[config.mk]
export PLATFORM = sky130hd
export DESIGN_NAME = id_stage_flat
export DESIGN_NICKNAME = d
export VERILOG_FILES = /design/src/rtl/id_stage_if.sv /design/src/rtl/id_stage.sv /design/src/flat_wrapper.sv
export SDC_FILE = /design/constraint.sdc
export NUM_CORES = 1
export LEC_CHECK = 0
export BUFFER_PORTS_ARGS = -buffer_cell sky130_fd_sc_hd__buf_2
export CAP_MARGIN = 10
export CORE_ASPECT_RATIO = 0.75
export CORE_MARGIN = 2
export CORE_UTILIZATION = 31
export CTS_BUF_LIST = sky130_fd_sc_hd__clkbuf_4
export CTS_CLUSTER_DIAMETER = 30
export DETAILED_ROUTE_END_ITERATION = 8
export PLACE_DENSITY = 0.62
export SYNTH_ARGS = -nofsm -noshare
export SYNTH_HDL_FRONTEND = slang
export SYNTH_SLANG_ARGS = --single-unit
[constraint.sdc]
create_clock -name clk -period 4.2 [get_ports clk]
set_input_delay 0.21 -clock clk [delete_from_list [all_inputs] [get_ports clk]]
set_output_delay 0.21 -clock clk [all_outputs]
set_load 0.02 [all_outputs]
[src/rtl/id_stage_if.sv]
// id_stage_if: groups the fetch-side handshake, the register-file read port,
// the writeback bundle and the ID/EX output register of the decode stage.
// The decode stage connects through the slave modport. Its environment
// (fetch, reg_file, execute) connects through the master modport.
interface id_stage_if #(
    parameter int XLEN = 32
);
    logic            in_valid;
    logic            in_ready;
    logic [31:0]     in_instr;
    logic [XLEN-1:0] in_pc;

    logic [4:0]      rs1;
    logic [4:0]      rs2;
    logic [XLEN-1:0] rs1_data;
    logic [XLEN-1:0] rs2_data;

    logic            wb_write;
    logic [4:0]      wb_rd;
    logic [XLEN-1:0] wb_data;

    logic            flush;

    logic            out_valid;
    logic            out_ready;
    logic [XLEN-1:0] out_pc;
    logic [XLEN-1:0] out_rs1_val;
    logic [XLEN-1:0] out_rs2_val;
    logic [XLEN-1:0] out_imm;
    logic [4:0]      out_rd;
    logic [2:0]      out_funct3;
    logic [3:0]      out_alu_op;
    logic            out_alu_src_imm;
    logic            out_alu_src_pc;
    logic            out_reg_write;
    logic            out_mem_read;
    logic            out_mem_write;
    logic            out_branch;
    logic            out_jump;
    logic            out_illegal;

    modport slave (
        input  in_valid, in_instr, in_pc,
        input  rs1_data, rs2_data,
        input  wb_write, wb_rd, wb_data,
        input  flush, out_ready,
        output in_ready, rs1, rs2,
        output out_valid, out_pc, out_rs1_val, out_rs2_val, out_imm,
        output out_rd, out_funct3, out_alu_op,
        output out_alu_src_imm, out_alu_src_pc, out_reg_write,
        output out_mem_read, out_mem_write, out_branch, out_jump, out_illegal
    );

    modport master (
        output in_valid, in_instr, in_pc,
        output rs1_data, rs2_data,
        output wb_write, wb_rd, wb_data,
        output flush, out_ready,
        input  in_ready, rs1, rs2,
        input  out_valid, out_pc, out_rs1_val, out_rs2_val, out_imm,
        input  out_rd, out_funct3, out_alu_op,
        input  out_alu_src_imm, out_alu_src_pc, out_reg_write,
        input  out_mem_read, out_mem_write, out_branch, out_jump, out_illegal
    );
endinterface

[src/rtl/id_stage.sv]
// id_stage: RV32I instruction-decode stage. Drives register-file read
// addresses, decodes control fields and immediates, selects operands and
// latches everything into a valid/ready ID/EX register. Load-use hazards
// against the instruction held in ID/EX stall the input for one cycle.
// Optional feature macro: ID_BYPASS_EN enables the writeback bypass. When it
// is undefined, operands come straight from the register file and wb_* are
// ignored.
module id_stage #(
    parameter int XLEN = 32
) (
    input logic        clk,
    input logic        rst,
    id_stage_if.slave  bus
);

    localparam logic [6:0] OP_R      = 7'b0110011;
    localparam logic [6:0] OP_IMM    = 7'b0010011;
    localparam logic [6:0] OP_LOAD   = 7'b0000011;
    localparam logic [6:0] OP_STORE  = 7'b0100011;
    localparam logic [6:0] OP_BRANCH = 7'b1100011;
    localparam logic [6:0] OP_JAL    = 7'b1101111;
    localparam logic [6:0] OP_JALR   = 7'b1100111;
    localparam logic [6:0] OP_LUI    = 7'b0110111;
    localparam logic [6:0] OP_AUIPC  = 7'b0010111;

    logic [31:0]     instr;
    logic [6:0]      opcode;
    logic [4:0]      rd_field;
    logic [2:0]      funct3;
    logic            funct7_b5;

    logic [XLEN-1:0] imm_i;
    logic [XLEN-1:0] imm_s;
    logic [XLEN-1:0] imm_b;
    logic [XLEN-1:0] imm_u;
    logic [XLEN-1:0] imm_j;

    logic [XLEN-1:0] dec_imm;
    logic [3:0]      dec_alu_op;
    logic            dec_src_imm;
    logic            dec_src_pc;
    logic            dec_writes;
    logic            dec_mem_read;
    logic            dec_mem_write;
    logic            dec_branch;
    logic            dec_jump;
    logic            dec_illegal;
    logic            dec_lui;
    logic            uses_rs1;
    logic            uses_rs2;
    logic            dec_reg_write;
    logic [4:0]      dec_rd;

    logic [XLEN-1:0] rs1_val;
    logic [XLEN-1:0] rs2_val;

    logic            hazard;
    logic            adv;
    logic            accept;

    assign instr     = bus.in_instr;
    assign opcode    = instr[6:0];
    assign rd_field  = instr[11:7];
    assign funct3    = instr[14:12];
    assign funct7_b5 = instr[30];

    // Read addresses go to reg_file in the same cycle the instruction is offered.
    assign bus.rs1 = instr[19:15];
    assign bus.rs2 = instr[24:20];

    assign imm_i = {{20{instr[31]}}, instr[31:20]};
    assign imm_s = {{20{instr[31]}}, instr[31:25], instr[11:7]};
    assign imm_b = {{19{instr[31]}}, instr[31], instr[7], instr[30:25], instr[11:8], 1'b0};
    assign imm_u = {instr[31:12], 12'b0};
    assign imm_j = {{11{instr[31]}}, instr[31], instr[19:12], instr[20], instr[30:21], 1'b0};

    // Opcode decode into control fields, immediate and register usage.
    always_comb begin
        dec_imm       = '0;
        dec_alu_op    = 4'b0000;
        dec_src_imm   = 1'b0;
        dec_src_pc    = 1'b0;
        dec_writes    = 1'b0;
        dec_mem_read  = 1'b0;
        dec_mem_write = 1'b0;
        dec_branch    = 1'b0;
        dec_jump      = 1'b0;
        dec_illegal   = 1'b0;
        dec_lui       = 1'b0;
        uses_rs1      = 1'b0;
        uses_rs2      = 1'b0;
        case (opcode)
            OP_R: begin
                dec_alu_op = {funct7_b5, funct3};
                dec_writes = 1'b1;
                uses_rs1   = 1'b1;
                uses_rs2   = 1'b1;
            end
            OP_IMM: begin
                dec_imm     = imm_i;
                dec_alu_op  = {(funct3 == 3'b101) ? funct7_b5 : 1'b0, funct3};
                dec_src_imm = 1'b1;
                dec_writes  = 1'b1;
                uses_rs1    = 1'b1;
            end
            OP_LOAD: begin
                dec_imm      = imm_i;
                dec_src_imm  = 1'b1;
                dec_writes   = 1'b1;
                dec_mem_read = 1'b1;
                uses_rs1     = 1'b1;
            end
            OP_STORE: begin
                dec_imm       = imm_s;
                dec_src_imm   = 1'b1;
                dec_mem_write = 1'b1;
                uses_rs1      = 1'b1;
                uses_rs2      = 1'b1;
            end
            OP_BRANCH: begin
                dec_imm    = imm_b;
                dec_branch = 1'b1;
                uses_rs1   = 1'b1;
                uses_rs2   = 1'b1;
            end
            OP_JAL: begin
                dec_imm     = imm_j;
                dec_src_imm = 1'b1;
                dec_src_pc  = 1'b1;
                dec_writes  = 1'b1;
                dec_jump    = 1'b1;
            end
            OP_JALR: begin
                dec_imm     = imm_i;
                dec_src_imm = 1'b1;
                dec_writes  = 1'b1;
                dec_jump    = 1'b1;
                uses_rs1    = 1'b1;
            end
            OP_LUI: begin
                dec_imm     = imm_u;
                dec_src_imm = 1'b1;
                dec_writes  = 1'b1;
                dec_lui     = 1'b1;
            end
            OP_AUIPC: begin
                dec_imm     = imm_u;
                dec_src_imm = 1'b1;
                dec_src_pc  = 1'b1;
                dec_writes  = 1'b1;
            end
            default: begin
                dec_illegal = 1'b1;
            end
        endcase
    end

    // Writes to x0 are dropped, and rd reads as 0 whenever nothing is written.
    assign dec_reg_write = dec_writes && (rd_field != 5'd0);
    assign dec_rd        = dec_reg_write ? rd_field : 5'd0;

`ifdef ID_BYPASS_EN
    // Operand select: x0 is zero, a same-cycle writeback wins over the array.
    always_comb begin
        rs1_val = bus.rs1_data;
        rs2_val = bus.rs2_data;
        if (bus.rs1 == 5'd0) begin
            rs1_val = '0;
        end else if (bus.wb_write && (bus.wb_rd != 5'd0) && (bus.wb_rd == bus.rs1)) begin
            rs1_val = bus.wb_data;
        end
        if (bus.rs2 == 5'd0) begin
            rs2_val = '0;
        end else if (bus.wb_write && (bus.wb_rd != 5'd0) && (bus.wb_rd == bus.rs2)) begin
            rs2_val = bus.wb_data;
        end
    end
`else
    logic unused_wb;
    assign unused_wb = ^{bus.wb_write, bus.wb_rd, bus.wb_data};

    // Operand select without bypass: x0 is zero, otherwise the array value.
    always_comb begin
        rs1_val = (bus.rs1 == 5'd0) ? '0 : bus.rs1_data;
        rs2_val = (bus.rs2 == 5'd0) ? '0 : bus.rs2_data;
    end
`endif

    // Load-use check against the load currently held in ID/EX, plus handshake.
    always_comb begin
        hazard = bus.out_valid && bus.out_mem_read && (bus.out_rd != 5'd0) &&
                 ((uses_rs1 && (bus.out_rd == bus.rs1)) ||
                  (uses_rs2 && (bus.out_rd == bus.rs2)));
        adv          = !bus.out_valid || bus.out_ready;
        bus.in_ready = adv && !hazard && !bus.flush && !rst;
        accept       = bus.in_valid && bus.in_ready;
    end

    // ID/EX register: flush kills, advance loads or bubbles, otherwise hold.
    always_ff @(posedge clk or posedge rst) begin
        if (rst) begin
            bus.out_valid       <= 1'b0;
            bus.out_pc          <= '0;
            bus.out_rs1_val     <= '0;
            bus.out_rs2_val     <= '0;
            bus.out_imm         <= '0;
            bus.out_rd          <= '0;
            bus.out_funct3      <= '0;
            bus.out_alu_op      <= '0;
            bus.out_alu_src_imm <= 1'b0;
            bus.out_alu_src_pc  <= 1'b0;
            bus.out_reg_write   <= 1'b0;
            bus.out_mem_read    <= 1'b0;
            bus.out_mem_write   <= 1'b0;
            bus.out_branch      <= 1'b0;
            bus.out_jump        <= 1'b0;
            bus.out_illegal     <= 1'b0;
        end else if (bus.flush) begin
            bus.out_valid <= 1'b0;
        end else if (adv) begin
            if (accept) begin
                bus.out_valid       <= 1'b1;
                bus.out_pc          <= bus.in_pc;
                bus.out_rs1_val     <= dec_lui ? '0 : rs1_val;
                bus.out_rs2_val     <= rs2_val;
                bus.out_imm         <= dec_imm;
                bus.out_rd          <= dec_rd;
                bus.out_funct3      <= funct3;
                bus.out_alu_op      <= dec_alu_op;
                bus.out_alu_src_imm <= dec_src_imm;
                bus.out_alu_src_pc  <= dec_src_pc;
                bus.out_reg_write   <= dec_reg_write;
                bus.out_mem_read    <= dec_mem_read;
                bus.out_mem_write   <= dec_mem_write;
                bus.out_branch      <= dec_branch;
                bus.out_jump        <= dec_jump;
                bus.out_illegal     <= dec_illegal;
            end else begin
                bus.out_valid <= 1'b0;
            end
        end
    end

endmodule

[src/flat_wrapper.sv]
// flat-port wrapper written by rule: the top's interface ports become plain ports
module id_stage_flat 
#(
    parameter int XLEN = 32
)
  (clk, rst, bus_in_valid, bus_in_instr, bus_in_pc, bus_rs1_data, bus_rs2_data, bus_wb_write, bus_wb_rd, bus_wb_data, bus_flush, bus_out_ready, bus_in_ready, bus_rs1, bus_rs2, bus_out_valid, bus_out_pc, bus_out_rs1_val, bus_out_rs2_val, bus_out_imm, bus_out_rd, bus_out_funct3, bus_out_alu_op, bus_out_alu_src_imm, bus_out_alu_src_pc, bus_out_reg_write, bus_out_mem_read, bus_out_mem_write, bus_out_branch, bus_out_jump, bus_out_illegal);
  id_stage_if #(.XLEN(XLEN)) bus_i ();
  input logic clk;
  input logic rst;
  input wire logic [$bits(bus_i.in_valid)-1:0] bus_in_valid;
  input wire logic [$bits(bus_i.in_instr)-1:0] bus_in_instr;
  input wire logic [$bits(bus_i.in_pc)-1:0] bus_in_pc;
  input wire logic [$bits(bus_i.rs1_data)-1:0] bus_rs1_data;
  input wire logic [$bits(bus_i.rs2_data)-1:0] bus_rs2_data;
  input wire logic [$bits(bus_i.wb_write)-1:0] bus_wb_write;
  input wire logic [$bits(bus_i.wb_rd)-1:0] bus_wb_rd;
  input wire logic [$bits(bus_i.wb_data)-1:0] bus_wb_data;
  input wire logic [$bits(bus_i.flush)-1:0] bus_flush;
  input wire logic [$bits(bus_i.out_ready)-1:0] bus_out_ready;
  output wire logic [$bits(bus_i.in_ready)-1:0] bus_in_ready;
  output wire logic [$bits(bus_i.rs1)-1:0] bus_rs1;
  output wire logic [$bits(bus_i.rs2)-1:0] bus_rs2;
  output wire logic [$bits(bus_i.out_valid)-1:0] bus_out_valid;
  output wire logic [$bits(bus_i.out_pc)-1:0] bus_out_pc;
  output wire logic [$bits(bus_i.out_rs1_val)-1:0] bus_out_rs1_val;
  output wire logic [$bits(bus_i.out_rs2_val)-1:0] bus_out_rs2_val;
  output wire logic [$bits(bus_i.out_imm)-1:0] bus_out_imm;
  output wire logic [$bits(bus_i.out_rd)-1:0] bus_out_rd;
  output wire logic [$bits(bus_i.out_funct3)-1:0] bus_out_funct3;
  output wire logic [$bits(bus_i.out_alu_op)-1:0] bus_out_alu_op;
  output wire logic [$bits(bus_i.out_alu_src_imm)-1:0] bus_out_alu_src_imm;
  output wire logic [$bits(bus_i.out_alu_src_pc)-1:0] bus_out_alu_src_pc;
  output wire logic [$bits(bus_i.out_reg_write)-1:0] bus_out_reg_write;
  output wire logic [$bits(bus_i.out_mem_read)-1:0] bus_out_mem_read;
  output wire logic [$bits(bus_i.out_mem_write)-1:0] bus_out_mem_write;
  output wire logic [$bits(bus_i.out_branch)-1:0] bus_out_branch;
  output wire logic [$bits(bus_i.out_jump)-1:0] bus_out_jump;
  output wire logic [$bits(bus_i.out_illegal)-1:0] bus_out_illegal;
  assign bus_i.in_valid = bus_in_valid;
  assign bus_i.in_instr = bus_in_instr;
  assign bus_i.in_pc = bus_in_pc;
  assign bus_i.rs1_data = bus_rs1_data;
  assign bus_i.rs2_data = bus_rs2_data;
  assign bus_i.wb_write = bus_wb_write;
  assign bus_i.wb_rd = bus_wb_rd;
  assign bus_i.wb_data = bus_wb_data;
  assign bus_i.flush = bus_flush;
  assign bus_i.out_ready = bus_out_ready;
  assign bus_in_ready = bus_i.in_ready;
  assign bus_rs1 = bus_i.rs1;
  assign bus_rs2 = bus_i.rs2;
  assign bus_out_valid = bus_i.out_valid;
  assign bus_out_pc = bus_i.out_pc;
  assign bus_out_rs1_val = bus_i.out_rs1_val;
  assign bus_out_rs2_val = bus_i.out_rs2_val;
  assign bus_out_imm = bus_i.out_imm;
  assign bus_out_rd = bus_i.out_rd;
  assign bus_out_funct3 = bus_i.out_funct3;
  assign bus_out_alu_op = bus_i.out_alu_op;
  assign bus_out_alu_src_imm = bus_i.out_alu_src_imm;
  assign bus_out_alu_src_pc = bus_i.out_alu_src_pc;
  assign bus_out_reg_write = bus_i.out_reg_write;
  assign bus_out_mem_read = bus_i.out_mem_read;
  assign bus_out_mem_write = bus_i.out_mem_write;
  assign bus_out_branch = bus_i.out_branch;
  assign bus_out_jump = bus_i.out_jump;
  assign bus_out_illegal = bus_i.out_illegal;
  id_stage #(.XLEN(XLEN)) u_core (.clk(clk), .rst(rst), .bus(bus_i));
endmodule
==> run metrics, run 1 <==
post-route ant nets=0; Residual DRC=0; Skew-Pair Late Insertion Delay=0.54 ns; yosys warns=0; largest net degree at the start of global routing=80; WS Path Type=reg2reg; multi-input logic area=2500 um^2; DR pass1 iterations=6; Final Util=46.8%; CP required=4.67 ns; Yosys top cell by area=dfrtp_1; DP Area=8640 um^2; worst hold path type=in2reg; max-slew violations=0; # setup viols final=0; worst-margin pin slew=1.16 ns; worst hold path endpoint=u_core.bus.out_imm[24]; number of synthesized flops with an enable pin=0; CTS tree=done; HPWL after DPL=14.1 mm; Initial Util=31.2%; Logic pwr share=27.0%; global route total overflow=0; via-per-instance ratio=4.41; fraction of the yosys area taken by sequential cells=54.5%; asr flop ratio synth=100%; # IOs=331; Seq cells post-synth=149; Yosys top cell area share=54.5%; first-pass GRT wire length=33.3 mm; Hold Path Depth=3; Seq pwr share=44.5%; WP data arrival=3.49 ns; Die Ht=133 um; final WL=21.2 mm; Final min period=3.03 ns; I/O Buffers=292; n_diodes=0; Core Region=21,900 um^2; Register Area=3730 um^2; root buffer cell=clkbuf_4; Hold Fails Final Rpt=0; Clock Skew=0.0263 ns; top_reg_cell synth=dfrtp_1; reg-to-reg slack, setup=1.17 ns; Sw Share=33.4%; nets=1,209; fillcell total=2,025; RSZ-0062 raised after global routing=no; Clock Sinks=149; syn_nets=798; Startpoint Class=flip-flop; Post-Syn Instances=627; most numerous cell in the Yosys netlist=dfrtp_1; full die area=23,300 um^2; clock share of power=28.5%; top area cells in the synthesized netlist=dfrtp_1, mux2i_1, mux2_2, inv_1, nand2_1; CTS buffer count=17; fin area=10,200 um^2; relative slew slack=22.7%; CP Capture Type=flip-flop; H-tree depth=4; CTS resizes=0; clock buffer depth=2; Rows=47; Synth top cells by count=dfrtp_1, inv_1, mux2i_1, nand2_1, mux2_2; fmax=330 MHz; Int Power=2.64 mW; clock-pin slew on the worst setup and hold paths=0.13 ns; setup_tns=0 ns; share of layout cells above drive strength 1=36.7%; Total Routing Usage GR=18.3%; max_cap viols=0; hold path start=bus_in_instr[24]; Worst R2R End=u_core.bus.out_valid; vias in the first global route=6,198; PD cells=387 nW/um^2; Sw Pwr=1.32 mW; maximum VDD drop=0.188 mV; initial DRC count=225; area grow syn2layout=49.7%; Max FO, Critical Path=41; R2R Path Start=u_core.bus.out_rd[0]; Netlist cell types=42; status=finished, final reports clean; syn avg cell area=10.9 um^2; Reg2Reg Depth=7; Pleak=5.18 nW; wire per inst=15.7 um; DR vias=5,925; Final Cycle Share=72.1%; die width=175 um; initial antenna violation count=0; Post-Syn Area=6840 um^2; RePlAce Congestion=0.785
what timing repair did:
action / in CTS / in global routing
hold buffers: 123 / 0
hold endpoints to repair: 242 / 0
endpoints found under the setup margin: 0 / 0
setup buffers: 0 / 0
worst max path at each step:
stage	slack [ns]	cells past startpoint	start	to
after floorplan	1.86	5	u_core.bus.out_rd[0]	bus_in_ready
after global placement	1.38	7	u_core.bus.out_rd[0]	u_core.bus.out_rs2_val[22]
after detailed placement	1.30	7	u_core.bus.out_rd[0]	u_core.bus.out_rs2_val[4]
after CTS	1.13	7	u_core.bus.out_rd[0]	u_core.bus.out_valid
after global routing	0.94	7	u_core.bus.out_rd[0]	u_core.bus.out_valid
final	1.17	7	u_core.bus.out_rd[0]	u_core.bus.out_valid
power groups by stage:
stage               combinational, mW  clock, mW  sequential [mW]
floorplan                       0.306          0             2.07
global placement                0.967          0             1.78
detailed placement              0.984          0             1.78
CTS                              1.07       1.18             1.76
global route                     1.16       1.24             1.79
finish                           1.07       1.13             1.76
area by class of cell:
cell class | instances | share of cell area, %
Inverter | 108 | 4.00
Timing Repair Buffer | 431 | 28.0
Sequential cell | 149 | 36.4
Clock inverter | 14 | 2.18
Clock buffer | 18 | 1.32
Tap cell | 294 | 3.60
Multi-Input combinational cell | 331 | 24.5
worst max-delay path, cell delays in order, from the launching register on:
cell,delay [ns]
dfrtp_1,0.47
or4_1,0.56
o211ai_1,0.26
inv_1,0.12
a21oi_4,0.55
buf_12,0.34
a21o_1,0.12
dlygate4sd3_1,0.53
registers in the layout, summed over array words and instances, names as in the netlist:
name                        count
u_core.bus.out_alu_src_imm      1
u_core.bus.out_valid            1
u_core.bus.out_imm             32
u_core.bus.out_rs2_val         32
u_core.bus.out_mem_write        1
u_core.bus.out_illegal          1
u_core.bus.out_mem_read         1
u_core.bus.out_jump             1
u_core.bus.out_alu_src_pc       1
u_core.bus.out_alu_op           4
u_core.bus.out_reg_write        1
u_core.bus.out_pc              32
u_core.bus.out_rs1_val         32
u_core.bus.out_rd               5
u_core.bus.out_branch           1
u_core.bus.out_funct3           3
cells by family (layout without fill, tap and decap cells):
group	Yosys count	count (layout)	synth area share, %
flip-flops	149	149	54.5
multiplexers	147	147	22.4
buffers and inverters	147	571	9.13
AND/OR/NAND/NOR	123	123	7.85
AO/OA/AOI/OAI	51	51	4.81
XOR/XNOR	10	10	1.28
cells in the final DEF (no fill, tap or decap), types with 3 or more instances in the layout:
cell / count
dfrtp_1: 149
buf_4: 12
clkbuf_4: 18
clkinvlp_4: 3
bufinv_16: 5
nor2_1: 11
a22o_1: 5
dlygate4sd3_1: 123
o21ai_0: 7
or4_1: 3
mux2_1: 6
mux2_2: 40
mux2i_1: 101
buf_12: 4
buf_2: 292
inv_1: 107
xnor2_1: 10
nand2_1: 88
a21oi_1: 21
routing by layer:
| metal | GRT usage [%] | routed length (um) | vias to the layer above |
|---|---|---|---|
| met4 | 4.36 | 287 | 0 |
| li1 | - | - | 2842 |
| met5 | 0 | 0 | - |
| met2 | 31.1 | 10100 | 213 |
| met1 | 22.9 | 9360 | 2853 |
| met3 | 5.43 | 1460 | 17 |
through the flow:
step | instances | hold slack, ns | power, mW | setup slack, ns
after floorplan | 627 | 0.345 | 2.37 | 1.86
after global placement | 1190 | 0.395 | 2.75 | 1.38
after detailed placement | 1190 | 0.411 | 2.77 | 1.30
after CTS | 1345 | 0.00370 | 4.01 | 1.13
after global routing | 1345 | 0.0127 | 4.19 | 0.936
final | 1345 | 0.0820 | 3.96 | 1.17
Power figures use the tool's default switching activity.
==> run 2, diff against run 1 <==
--- a/config.mk
+++ b/config.mk
@@ -5,6 +5,7 @@
 export SDC_FILE = /design/constraint.sdc
 export NUM_CORES = 1
 export LEC_CHECK = 0
+export ABC_AREA = 1
 export BUFFER_PORTS_ARGS = -buffer_cell sky130_fd_sc_hd__buf_2
 export CAP_MARGIN = 10
 export CORE_ASPECT_RATIO = 0.75
@@ -13,7 +14,7 @@
 export CTS_BUF_LIST = sky130_fd_sc_hd__clkbuf_4
 export CTS_CLUSTER_DIAMETER = 30
 export DETAILED_ROUTE_END_ITERATION = 8
-export PLACE_DENSITY = 0.62
+export PLACE_DENSITY = 0.58
 export SYNTH_ARGS = -nofsm -noshare
 export SYNTH_HDL_FRONTEND = slang
 export SYNTH_SLANG_ARGS = --single-unit
==> constraint.sdc (replaced) <==
create_clock -name clk -period 3 [get_ports clk]
set_input_delay 0.15 -clock clk [delete_from_list [all_inputs] [get_ports clk]]
set_output_delay 0.15 -clock clk [all_outputs]
set_load 0.02 [all_outputs]
==> run metrics, run 2 <==
Die Ht=139 um (+4.9%); Post-Syn Instances=998 (+59%); max-slew violations=0 (unchanged); I/O Buffers=292 (unchanged); die width=184 um (+4.9%); metal2 WL=12.2 mm (+21%); via-per-instance ratio=4.78 (+8.6%); nets=1,548 (+28%); clock buffer depth=2 (unchanged); DR pass1 iterations=5 (-1); Sw Pwr=1.79 mW (+36%); Seq cells post-synth=149 (unchanged); M1 wire length=12.0 mm (+29%); top sig layer=met4; fraction of the yosys area taken by sequential cells=49.5% (-5.1 points); RePlAce Congestion=0.861 (+9.7%); asr flop ratio synth=100% (unchanged); Yosys top cell by area=dfrtp_1; syn_nets=1,169 (+46%); CTS buffer count=17 (unchanged); Seq pwr share=46.8% (+2.3 points); share of layout cells above drive strength 1=25.0% (-12 points); # IOs=331 (unchanged); hold slack final=0.0757 ns (-0.00631 ns); relative slew slack=41.6% (+19 points); yosys warns=0 (unchanged); Rows=49 (+4.3%); most numerous cell in the Yosys netlist=nand2_1; top_reg_cell synth=dfrtp_1; Final min period=2.57 ns (-0.461 ns); area grow syn2layout=43.5%; Pleak=6.36 nW (+23%); WP data arrival=3.03 ns (-0.46 ns); PD cells=475 nW/um^2 (+23%); met3 wire length=2.23 mm (+53%); largest family of logic cells by synthesized area=simple AND/OR/NAND/NOR gates; clock-pin slew on the worst setup and hold paths=0.14 ns (about the same); multi-input logic area=3000 um^2 (+20%); multiplexer share of the synthesized area=0% (-22 points); Logic pwr share=27.5% (+0.5 points); fillcell total=2,412 (+19%); Final Cycle Share=85.6% (+13 points); initial DRC count=406 (+80%); Startpoint Class=flip-flop; post-route ant nets=0 (unchanged); number of synthesized flops with an enable pin=0 (unchanged); Placed Instances=1,526 (+28%); Initial Util=31.5% (+0.28 points); largest net degree at the start of global routing=149 (+86%); full die area=25,600 um^2 (+10%); root buffer cell=clkbuf_4; Skew-Pair Late Insertion Delay=0.57 ns (+0.03 ns); CTS tree=done; H-tree depth=4 (unchanged); worst hold path type=in2reg; first-pass GRT wire length=42.3 mm (+27%); Clock Sinks=149 (unchanged); most frequent cells in the layout=nand2_1, buf_2, nand4_1; Max FO, Critical Path=148 (+260%); Clock Skew=0.0224 ns (-0.00384 ns); worst-margin pin slew=0.876 ns (-0.281 ns); fmax=389 MHz (+18%); syn avg cell area=7.55 um^2 (-31%); post-synthesis simple-gate area fraction=37.6% (+30 points); n_diodes=0 (unchanged); setup_tns=0 ns (unchanged); Register Area=3730 um^2 (unchanged); Post-Syn Area=7540 um^2 (+10%); top area cells in the synthesized netlist=dfrtp_1, nand2_1, nand4_1, inv_1, nor2_1; wire per inst=15.8 um (+0.64%); HPWL after DPL=17.1 mm (+21%); post-CTS repair timing setup buffer count=0 (unchanged); leading cell type in the layout, fill and taps excluded=nand2_1; Int Power=3.35 mW (+27%); maximum VDD drop=0.260 mV (+39%); Synth top cells by count=nand2_1, nand4_1, dfrtp_1, inv_1, nor2_1; Total Routing Usage GR=20.9% (+2.6 points); XOR/XNOR Fraction of Synth Area=0.232% (-1.0 points); Core Region=23,900 um^2 (+9.3%); CP required=3.46 ns (-1.21 ns); Netlist cell types=28 (-33%); final WL=26.8 mm (+27%); status=finished, final reports clean; post-synthesis adder-cell area fraction=0% (unchanged); CTS resizes=0 (unchanged); clock share of power=25.6% (-2.9 points); Sw Share=34.8% (+1.5 points); max_cap viols=0 (unchanged); Residual DRC=0 (unchanged); Hold Fails Final Rpt=0 (unchanged); CP Capture Type=flip-flop; # setup viols final=0 (unchanged); Final Non-Filler Cells=1,695 (+26%); initial antenna violation count=0 (unchanged); RSZ-0062 raised after global routing=no; Yosys top cell area share=49.5% (-5.1 points); WS Path Type=reg2reg; vias in the first global route=8,034 (+30%); global route total overflow=0 (unchanged); DR vias=8,109 (+37%); Compound-Gate Fraction of Synth Area=1.71% (-3.1 points)
==> run 2: changes by cell type after synthesis, sizes merged, moves of 5 or more <==
cell | previous run | this run
xnor2 | 10 | 2
nand4 | 2 | 151
a21oi | 23 | 2
buf | 27 | 53
a22o | 5 | 0
nor2 | 11 | 54
mux2i | 101 | 0
nand2 | 88 | 404
mux2 | 46 | 0
nand3 | 2 | 21
clkbuf | 12 | 30
==> run 2: cells by family after synthesis <==
family          Yosys count
simple gates            636
compound gates           21
flops                   149
xor+xnor                  2
buf+inv                 190
==> run 2: metal layers <==
layer  vias to the layer above  GRT usage [%]
met2                       302           32.9
li1                       3958              -
met5                         -              0
met4                         0           5.94
met1                      3827           27.6
met3                        22           6.33
==> run 2: timing repair <==
action | 4_1_cts | 5_1_grt
hold buffers | 138 | 0
endpoints found under the hold margin | 285 | 0
endpoints found under the setup margin | 0 | 0
==> run 2: critical path: stages (launching register included) <==
cell           delay, ns
dfrtp_1             0.49
inv_2               0.06
nand2_1             0.06
nand2_1             0.05
nor2_1              0.14
nand3_1             0.10
a21oi_1             0.26
nand2_4             0.12
buf_12              0.23
nand4_1             0.19
dlygate4sd3_1       0.57
nand2_1             0.06
==> run 2: stage by stage <==
| step | util, % | power (mW) | setup slack (ns) | cell area (um^2) |
|---|---|---|---|---|
| after floorplan | - | 3.20 | 0.975 | 7540 |
| after global placement | 38.3 | 3.71 | 0.870 | 9160 |
| after detailed placement | 38.3 | 3.73 | 0.865 | 9160 |
| after CTS | 45.2 | 5.21 | 0.462 | 10800 |
| after global routing | 45.2 | 5.46 | 0.286 | 10800 |
| final | 45.2 | 5.14 | 0.432 | 10800 |
==> run 2: worst paths after layout <==
check	from	endpoint	slack, ns	depth (start not counted)
worst max-delay path	u_core.bus.out_rd[2]	u_core.bus.out_rs1_val[7]	0.43	11
worst min-delay path	bus_in_instr[6]	u_core.bus.out_imm[29]	0.08	6
worst max register to register	u_core.bus.out_rd[2]	u_core.bus.out_rs1_val[7]	0.43	11
worst min register to register	u_core.bus.out_funct3[2]	u_core.bus.out_funct3[2]	0.48	2
max in group asynchronous	rst	u_core.bus.out_rs2_val[22]	1.90	4
min in group asynchronous	rst	u_core.bus.out_alu_op[0]	0.31	4
==> run 2: power groups by stage <==
stage	clock network (mW)	registers, mW	logic [mW]
after global placement	0	2.44	1.28
after global routing	1.47	2.44	1.55
after detailed placement	0	2.44	1.29
after floorplan	0	2.77	0.424
final	1.32	2.41	1.42
after CTS	1.39	2.41	1.42
==> run 2: area by class of cell <==
class | instances | share of cell area [%]
Inverter | 107 | 3.75
Tap cell | 306 | 3.54
Multi-Input combinational cell | 659 | 27.7
Clock inverter | 13 | 1.28
Sequential cell | 149 | 34.5
Clock buffer | 18 | 1.25
Timing Repair Buffer | 443 | 28.0
